File: src/rtl/bit_diff_pkg.sv
// Shared types and width helper for the multi-bit bit-difference engine.
package bit_diff_pkg;

  typedef enum logic [1:0] {IDLE, COMPUTE, HOLD} state_t;

  typedef enum logic {MODE_DIFF = 1'b0, MODE_POP = 1'b1} mode_t;

  // Signed width able to hold -w..+w.
  function automatic int result_width(input int w);
    return $clog2(2 * w + 1);
  endfunction

endpackage

File: src/rtl/popcount_slice.sv
// Popcount of BITS inputs; purely combinational, zero latency, no backpressure.
module popcount_slice #(
  parameter int BITS = 4,
  localparam int CW = $clog2(BITS + 1)
) (
  input  logic [BITS-1:0] bits,
  output logic [CW-1:0]   count
);

  always_comb begin
    count = '0;
    for (int i = 0; i < BITS; i++) begin
      count = count + CW'(bits[i]);
    end
  end

endmodule

File: src/rtl/bit_diff_multi.sv
// Ones-minus-zeros / popcount over WIDTH bits, BITS_PER_CYCLE per clock; result WIDTH/BITS_PER_CYCLE cycles after accept,
// held until out_ready (in_ready = out_ready while holding). Macro BIT_DIFF_MULTI_STATS_EN enables the done_count counter.
module bit_diff_multi
  import bit_diff_pkg::*;
#(
  parameter int WIDTH          = 32,
  parameter int BITS_PER_CYCLE = 4,
  parameter int RESULT_W       = result_width(WIDTH)
) (
  input  logic                       clk,
  input  logic                       rst_n,
  input  logic                       in_valid,
  output logic                       in_ready,
  input  logic [WIDTH-1:0]           in_data,
  input  logic                       in_mode,
  output logic                       out_valid,
  input  logic                       out_ready,
  output logic signed [RESULT_W-1:0] out_result,
  output logic                       busy,
  output logic [63:0]                done_count
);

  localparam int N      = WIDTH / BITS_PER_CYCLE;
  localparam int STEP_W = (N > 1) ? $clog2(N) : 1;
  localparam int PC_W   = $clog2(BITS_PER_CYCLE + 1);
  localparam logic [STEP_W-1:0] LAST_STEP = STEP_W'(N - 1);

  state_t                     state;
  mode_t                      mode_r;
  logic [WIDTH-1:0]           shift_r;
  logic [STEP_W-1:0]          step_r;
  logic signed [RESULT_W-1:0] acc_r;
  logic signed [RESULT_W-1:0] pop_ext;
  logic signed [RESULT_W-1:0] incr;
  logic signed [RESULT_W-1:0] acc_next;
  logic [PC_W-1:0]            pc;
  logic                       accept;
  logic                       deliver;

  popcount_slice #(.BITS(BITS_PER_CYCLE)) u_popcount (
    .bits  (shift_r[BITS_PER_CYCLE-1:0]),
    .count (pc)
  );

  // 2*p - BPC may wrap transiently; modular accumulation still lands in -WIDTH..+WIDTH.
  assign pop_ext  = RESULT_W'(pc);
  assign incr     = (mode_r == MODE_POP) ? pop_ext
                                         : (pop_ext <<< 1) - RESULT_W'(BITS_PER_CYCLE);
  assign acc_next = acc_r + incr;

  assign in_ready = (state == IDLE) || ((state == HOLD) && out_ready);
  assign accept   = in_valid && in_ready;
  assign deliver  = out_valid && out_ready;
  assign busy     = (state != IDLE);

  always_ff @(posedge clk or negedge rst_n) begin
    if (!rst_n) begin
      state      <= IDLE;
      mode_r     <= MODE_DIFF;
      shift_r    <= '0;
      step_r     <= '0;
      acc_r      <= '0;
      out_valid  <= 1'b0;
      out_result <= '0;
    end else begin
      case (state)
        IDLE: begin
          if (accept) state <= COMPUTE;
        end
        COMPUTE: begin
          acc_r   <= acc_next;
          shift_r <= shift_r >> BITS_PER_CYCLE;
          step_r  <= step_r + 1'b1;
          if (step_r == LAST_STEP) begin
            out_result <= acc_next;
            out_valid  <= 1'b1;
            state      <= HOLD;
          end
        end
        HOLD: begin
          if (deliver) begin
            out_valid <= 1'b0;
            state     <= in_valid ? COMPUTE : IDLE;
          end
        end
        default: state <= IDLE;
      endcase

      // Loading is shared by the IDLE accept and the zero-bubble accept out of HOLD.
      if (accept) begin
        shift_r <= in_data;
        mode_r  <= mode_t'(in_mode);
        acc_r   <= '0;
        step_r  <= '0;
      end
    end
  end

`ifdef BIT_DIFF_MULTI_STATS_EN
  logic [63:0] done_r;

  always_ff @(posedge clk or negedge rst_n) begin
    if (!rst_n) begin
      done_r <= '0;
    end else if (deliver) begin
      done_r <= done_r + 64'd1;
    end
  end

  assign done_count = done_r;
`else
  assign done_count = '0;
`endif

endmodule

File: config.mk
export PLATFORM = sky130hd
export DESIGN_NAME = bit_diff_multi
export DESIGN_NICKNAME = d
export VERILOG_FILES = /design/src/rtl/bit_diff_pkg.sv /design/src/rtl/popcount_slice.sv /design/src/rtl/bit_diff_multi.sv
export SDC_FILE = /design/constraint.sdc
export NUM_CORES = 1
export LEC_CHECK = 0
export BUFFER_PORTS_ARGS = -buffer_cell sky130_fd_sc_hd__buf_2
export CAP_MARGIN = 30
export CORE_ASPECT_RATIO = 0.8
export CORE_MARGIN = 4
export CORE_UTILIZATION = 45
export DETAILED_ROUTE_END_ITERATION = 8
export PLACE_DENSITY = 0.88
export SYNTH_ARGS = -nofsm -noshare
export SYNTH_HDL_FRONTEND = slang
export SYNTH_SLANG_ARGS = --single-unit
File: constraint.sdc
create_clock -name clk -period 2.55 [get_ports clk]
set_input_delay 0.255 -clock clk [delete_from_list [all_inputs] [get_ports clk]]
set_output_delay 0.255 -clock clk [all_outputs]
set_load 0.1 [all_outputs]
==> impl_metrics.yaml, run 1 <==
routing:
  vias_per_cell: 4.74
  final_antenna_net_count: 0
  drc_errors: 0
  wirelength_mm: 6.29
  num_vias: 2206
  drt_iter0_drc: 113
  wl_per_cell_microns: 13.5
  firstDrtPassIters: 4
cells_and_area:
  layout_common_cells: "87 x nand2_1, 64 x conb_1, 53 x dfrtp_1"
  final_layout_size_suffix_gt1_share_pct: 24.1
  design_area_sq_mm: 0.00338
  fin_nets: 430
  mostFrequentLayoutCell: "nand2_1"
  antenna_cells: 0
  area_growth_pct: 10.7
synthesis:
  synth_edf_count: 0
  synth_area_sq_mm: 0.00305
  synth-main-ff-cell: "dfrtp_1"
  avgSynthCellArea_sq_um: 9.36
  synthTopCellsByArea: "dfrtp_1 43%, buf_4 17%, nand2_1 11%"
  yosysSeqAreaShare_pct: 43.4
  yosys.area.top_type: "dfrtp_1"
  synthDistinctLibCells: 36
  synthCells: 326
  synthArstFlopShare_pct: 100
  synth_top_area_share_pct: 43.4
  ys_warn_count: 0
  yosys_register_bits: 53
clock_network:
  ctsLongestPathBuffers: 2
  clkLatencyLatePin_ns: 0.31
  clock-root-buffer: "clkbuf_8"
  cts.reportedPaths.clkPinSlew_ns: 0.09
  cts_tree: "yes"
  cts.htree.levels: 2
  clock-sinks: 53
  cts_buffers: 5
placed_design:
  dpl_cell_area_sq_mm: 0.00318
  dpl.hpwl_mm: 4.70
  io_buffers: 46
  gp_congestion: 0.843
setup_path:
  worst_path_largest_cell_delay_ns: 0.40
  cpMaxStageDelayCell: "dfrtp_1"
  worst-setup-path-type: "reg -> reg"
  crit_start: "shift_r[0]"
  worstPathArrival_ns: 2.94
  required_ns: 2.74
  r2r_start: "shift_r[0]"
  end_kind: "register"
  cp-start-kind: "register"
  critical_path.max_fanout: 3
  crit_chain: "ha_1 > inv_2 > fa_2 > ha_4 > inv_2 > mux2_4 > ha_4 > a21o_1 > a221oi_2 > xnor2_1 > o22ai_2"
timing:
  period_minus_slack_ns: 2.75
  hold_viol: 0
  maxSlewViolCount: 0
  fmax_ghz: 0.364
  worstMarginPinSlew_ns: 0.533
  finalSetupViolCount: 8
  final.period_utilization_pct: 108
  finClkSkew_ns: 0.00212
  relSlewSlack_pct: 64.4
  worst_slack_ns: -0.197
  rsz0062_at_grt: "true"
floorplan:
  die_h_microns: 81.7
  coreArea_sq_mm: 0.00647
  row_count: 26
  initial_core_util_pct: 47.2
  ioPinCount: 111
  die_x_microns: 100
  design.die.area_sq_mm: 0.00817
grt:
  globalRouteMet3Util_pct: 4.75
  grt_pass1_vias: 2081
  grtUsageTotal_pct: 15.1
  grt_pass1_wl_mm: 9.80
  grt.overflow.total: 0
  antenna_found_initial: 0
  grt-busiest-layer: "met2"
  grt_max_degree: 34
  grt_use_met1_pct: 18.9
  grtUsageMet2_pct: 25.1
hold_path:
  min_path_type: "in -> reg"
  min_from: "in_data[31]"
status:
  status: "finished with violations"
  violations: "setup timing"
job:
  max_cap_viol_count: 0
path summary, 6_finish.rpt:
path	end	slack [ns]	cells past startpoint
setup / recovery	acc_r[6]	-0.20	11
hold / removal	shift_r[31]	0.15	3
setup reg to reg	acc_r[6]	-0.20	11
hold reg to reg	out_result[3]	0.48	2
max in group asynchronous	shift_r[23]	1.34	3
min in group asynchronous	out_result[3]	0.45	2
registers in the layout (all words and copies together), names as in the netlist:
signal	count
shift_r	32
acc_r	7
out_result	7
step_r	3
state	2
mode_r	1
out_valid	1
what timing repair did:
action                                  4_1_cts  5_1_grt
endpoints found under the setup margin        8       11
hold buffers                                  1        0
hold endpoints to repair                     23        0
resized for setup                             6        4
gates cloned                                  0        0
pin swaps                                     7        1
buffers inserted                              3        0
Yosys cell counts, types with 2 or more instances:
master / instances
a211o_1: 2
a21o_1: 3
a21oi_1: 4
a22oi_1: 28
buf_2: 9
buf_4: 69
dfrtp_1: 53
fa_1: 2
ha_1: 11
inv_1: 8
mux2_2: 4
nand2_1: 87
nand4_1: 2
nor2_1: 2
nor2b_1: 3
o21ai_0: 13
o22ai_1: 4
xnor2_1: 3
xor2_1: 2
layout make-up:
type | count | area, sq um
fill | 600 | 3100
multi-input combinational | 249 | 1440
sequential | 53 | 1330
timing repair buffer | 63 | 360
tap | 84 | 105
clock buffer | 7 | 86.3
clock inverter | 1 | 30.0
inverter | 8 | 30.0
worst max-delay path, delay by kind of cell (launching register included):
family                   cells  cell delay [ns]
AO/OA/AOI/OAI                3             0.54
multiplexers                 1             0.28
XOR/XNOR                     1             0.19
flip-flops                   1             0.40
buffers and inverters        2             0.08
adder cells (fa/ha/maj)      4             1.16
cell families (layout without fill, tap and decap cells):
kind of cell | Yosys count | count (layout) | synth area share (%)
and+or+nand+nor | 102 | 102 | 14.2
buffers and inverters | 87 | 79 | 19.5
AOI/OAI and AO/OA | 60 | 60 | 13.6
DFF | 53 | 53 | 43.4
adders and majority gates | 13 | 13 | 5.82
xor gates and xnor gates | 5 | 5 | 1.43
muxes | 5 | 5 | 1.80
other | 1 | 64 | 0.123
per-layer routing:
metal / part of all wire (%) / vias to the layer above / wire length (microns)
met2: 51 / 76 / 3230
met3: 6.6 / 7 / 414
met5: 0 / - / 0
li1: - / 1064 / -
met1: 41 / 1059 / 2580
met4: 1.0 / 0 / 66
through the flow:
stage / hold WS (ns) / std cells / setup WS, ns / utilization [%] / setup TNS, ns
2_1_floorplan: -0.0406 / 389 / -0.0505 / - / -0.0831
3_3_place_gp: 0.259 / 453 / -0.109 / 49.1 / -0.429
3_5_place_dp: 0.268 / 453 / -0.226 / 49.1 / -1.45
4_1_cts: 0.149 / 465 / -0.188 / 51.9 / -1.12
5_1_grt: 0.141 / 465 / -0.343 / 52.2 / -2.43
6_report: 0.148 / 465 / -0.197 / 52.2 / -1.20
Power of run 1 is left out: the tool's default activity adds up to more than one toggle a clock period on the data nets, which glitch-free logic cannot reach.
==> run 2, diff against run 1 <==
PLACE_DENSITY = 0.87   (was 0.88)
SYNTH_HIERARCHICAL = 1   (was not set)
==> run 2 against run 1 <==
  * Highest routed layer unchanged
  * Synthesized cell count rose by 1.2%
  * Hold slack improved by 0.0034 ns
  * The flow still finishes with violations (setup timing)
  * Utilization grew 1.9 points
  * Routed wire length grew 0.24%
  * Area after synthesis rose by 1.6%
  * Global-route usage fell by 0.085 points
  * Final area up 4.7%
==> impl_metrics.yaml, run 2 <==
grt:
  grtUsageTotal_pct: 15.1
  grt_pass1_wl_mm: 10.0
  grt_max_degree: 31
  grt_pass1_vias: 2205
  antenna_found_initial: 0
  grt.overflow.total: 0
clock_network:
  cts.reportedPaths.clkPinSlew_ns: 0.10
  cts_buffers: 5
  cts_tree: "yes"
  ctsLongestPathBuffers: 2
  clock-sinks: 53
  cts.htree.levels: 2
  clock-root-buffer: "clkbuf_8"
  clkLatencyLatePin_ns: 0.31
floorplan:
  die_h_microns: 82.3
  die_x_microns: 101
  row_count: 26
  coreArea_sq_mm: 0.00654
  initial_core_util_pct: 47.5
  design.die.area_sq_mm: 0.00830
  ioPinCount: 111
setup_path:
  required_ns: 2.75
  worst-setup-path-type: "reg -> reg"
  critical_path.max_fanout: 3
  end_kind: "register"
  cp-start-kind: "register"
  worstPathArrival_ns: 3.14
timing:
  finClkSkew_ns: 0.0159
  final.period_utilization_pct: 115
  rsz0062_at_grt: "true"
  fmax_ghz: 0.340
  maxSlewViolCount: 0
  period_minus_slack_ns: 2.94
  finalSetupViolCount: 9
  worst_slack_ns: -0.387
  worstMarginPinSlew_ns: 0.678
  relSlewSlack_pct: 54.8
  hold_viol: 0
placed_design:
  pre_cts_ws_ns: -0.373
  gp_congestion: 0.849
  dpl_cell_area_sq_mm: 0.00332
  dpl.hpwl_mm: 4.75
  io_buffers: 46
  dpl.cell_count: 461
cells_and_area:
  regArea_sq_mm: 0.00133
  nFillCells: 589
  mostFrequentLayoutCell: "nand2_1"
  final_core_util_pct: 54.1
  fin_nets: 440
  top_register: "shift_r"
  layout_common_cells: "85 x nand2_1, 64 x conb_1, 53 x dfrtp_1"
  largest_register_ff_count: 32
  top_regs: "shift_r x32, acc_r x7, out_result x7"
  multi_input_area_sq_mm: 0.00153
  fin_cells: 474
  design_area_sq_mm: 0.00354
  final_layout_size_suffix_gt1_share_pct: 25.6
  area_growth_pct: 14.0
  antenna_cells: 0
synthesis:
  synth_top_area_share_pct: 42.7
  yosys_register_bits: 53
  synth_area_sq_mm: 0.00310
  avgSynthCellArea_sq_um: 9.40
  ys_warn_count: 6
  synth_edf_count: 0
  synthTopCellsByArea: "dfrtp_1 43%, buf_4 17%, nand2_1 10%"
  synth_commonest_cells: "85 x nand2_1, 69 x buf_4, 53 x dfrtp_1"
  synth-main-ff-cell: "dfrtp_1"
  synthArstFlopShare_pct: 100
  synth_most_common_cell: "nand2_1"
  synthCells: 330
  yosys.area.top_type: "dfrtp_1"
  yosysSeqAreaShare_pct: 42.7
  synthDistinctLibCells: 40
routing:
  num_vias: 2236
  final_antenna_net_count: 0
  vias_per_cell: 4.72
  drt_iter0_drc: 130
  wirelength_mm: 6.30
  wl_per_cell_microns: 13.3
  drc_errors: 0
  firstDrtPassIters: 5
status:
  status: "finished with violations"
  violations: "setup timing"
hold_path:
  min_path_type: "in -> reg"
job:
  max_cap_viol_count: 0
## run 2: logic make-up after synthesis
| logic type | after synthesis | synth area share (%) |
|---|---|---|
| AOI/OAI and AO/OA | 61 | 13.5 |
| xor gates and xnor gates | 5 | 1.41 |
| adders and majority gates | 14 | 6.13 |
| buffers and inverters | 88 | 19.8 |
| DFF | 53 | 42.7 |
| muxes | 8 | 2.74 |
| other | 1 | 0.121 |
| and+or+nand+nor | 100 | 13.6 |
## run 2: through the flow
step                      setup TNS, ns  hold WS [ns]
after floorplan                   -1.11       -0.0406
after global placement            -2.04         0.321
after detailed placement          -2.61         0.328
after CTS                         -2.56         0.149
after global routing              -3.68         0.155
final                             -2.56         0.151
## run 2: area by class of cell
type / instances / share of cell area, %
clock buffers: 6 / 2.33
clock inverters: 2 / 1.06
inverters: 9 / 1.03
multi-input cells: 252 / 43.3
flip-flops and latches: 53 / 37.5
well taps: 84 / 2.97
repair buffers: 68 / 11.8
## run 2: worst max-delay path: stages, from the launching register on
cell and delay, ns:
dfrtp_1 0.38, inv_2 0.05, fa_1 0.55, inv_2 0.06, ha_4 0.16, ha_4 0.25
mux2_4 0.28, fa_2 0.36, a21o_1 0.20, a221oi_2 0.24, xnor2_1 0.19, o22ai_2 0.11
## run 2: final timing paths
kind	startpoint	endpoint	slack, ns	cells past startpoint
setup / recovery	shift_r[3]	acc_r[6]	-0.39	11
hold / removal	in_mode	mode_r	0.15	2
setup reg to reg	shift_r[3]	acc_r[6]	-0.39	11
hold reg to reg	shift_r[22]	shift_r[22]	0.48	2
max in group asynchronous	rst_n	shift_r[14]	1.38	3
min in group asynchronous	rst_n	acc_r[6]	0.51	2
## run 2: timing repair
item | CTS | global route
setup buffers | 2 | 3
pin swaps | 7 | 11
hold buffers | 1 | 0
endpoints found under the setup margin | 10 | 11
resized for setup | 4 | 9
hold endpoints to repair | 28 | 0
## run 2: layer usage
layer | share of wire [%] | routed length, microns | GRT usage, % | vias to the layer above
li1 | - | - | - | 1089
met1 | 42 | 2670 | 17.6 | 1083
met2 | 51 | 3230 | 27.1 | 53
met3 | 4.7 | 299 | 3.53 | 11
met4 | 1.5 | 97 | 5.52 | 0
met5 | 0 | 0 | 0 | -
Power of run 2 is left out for the same reason.
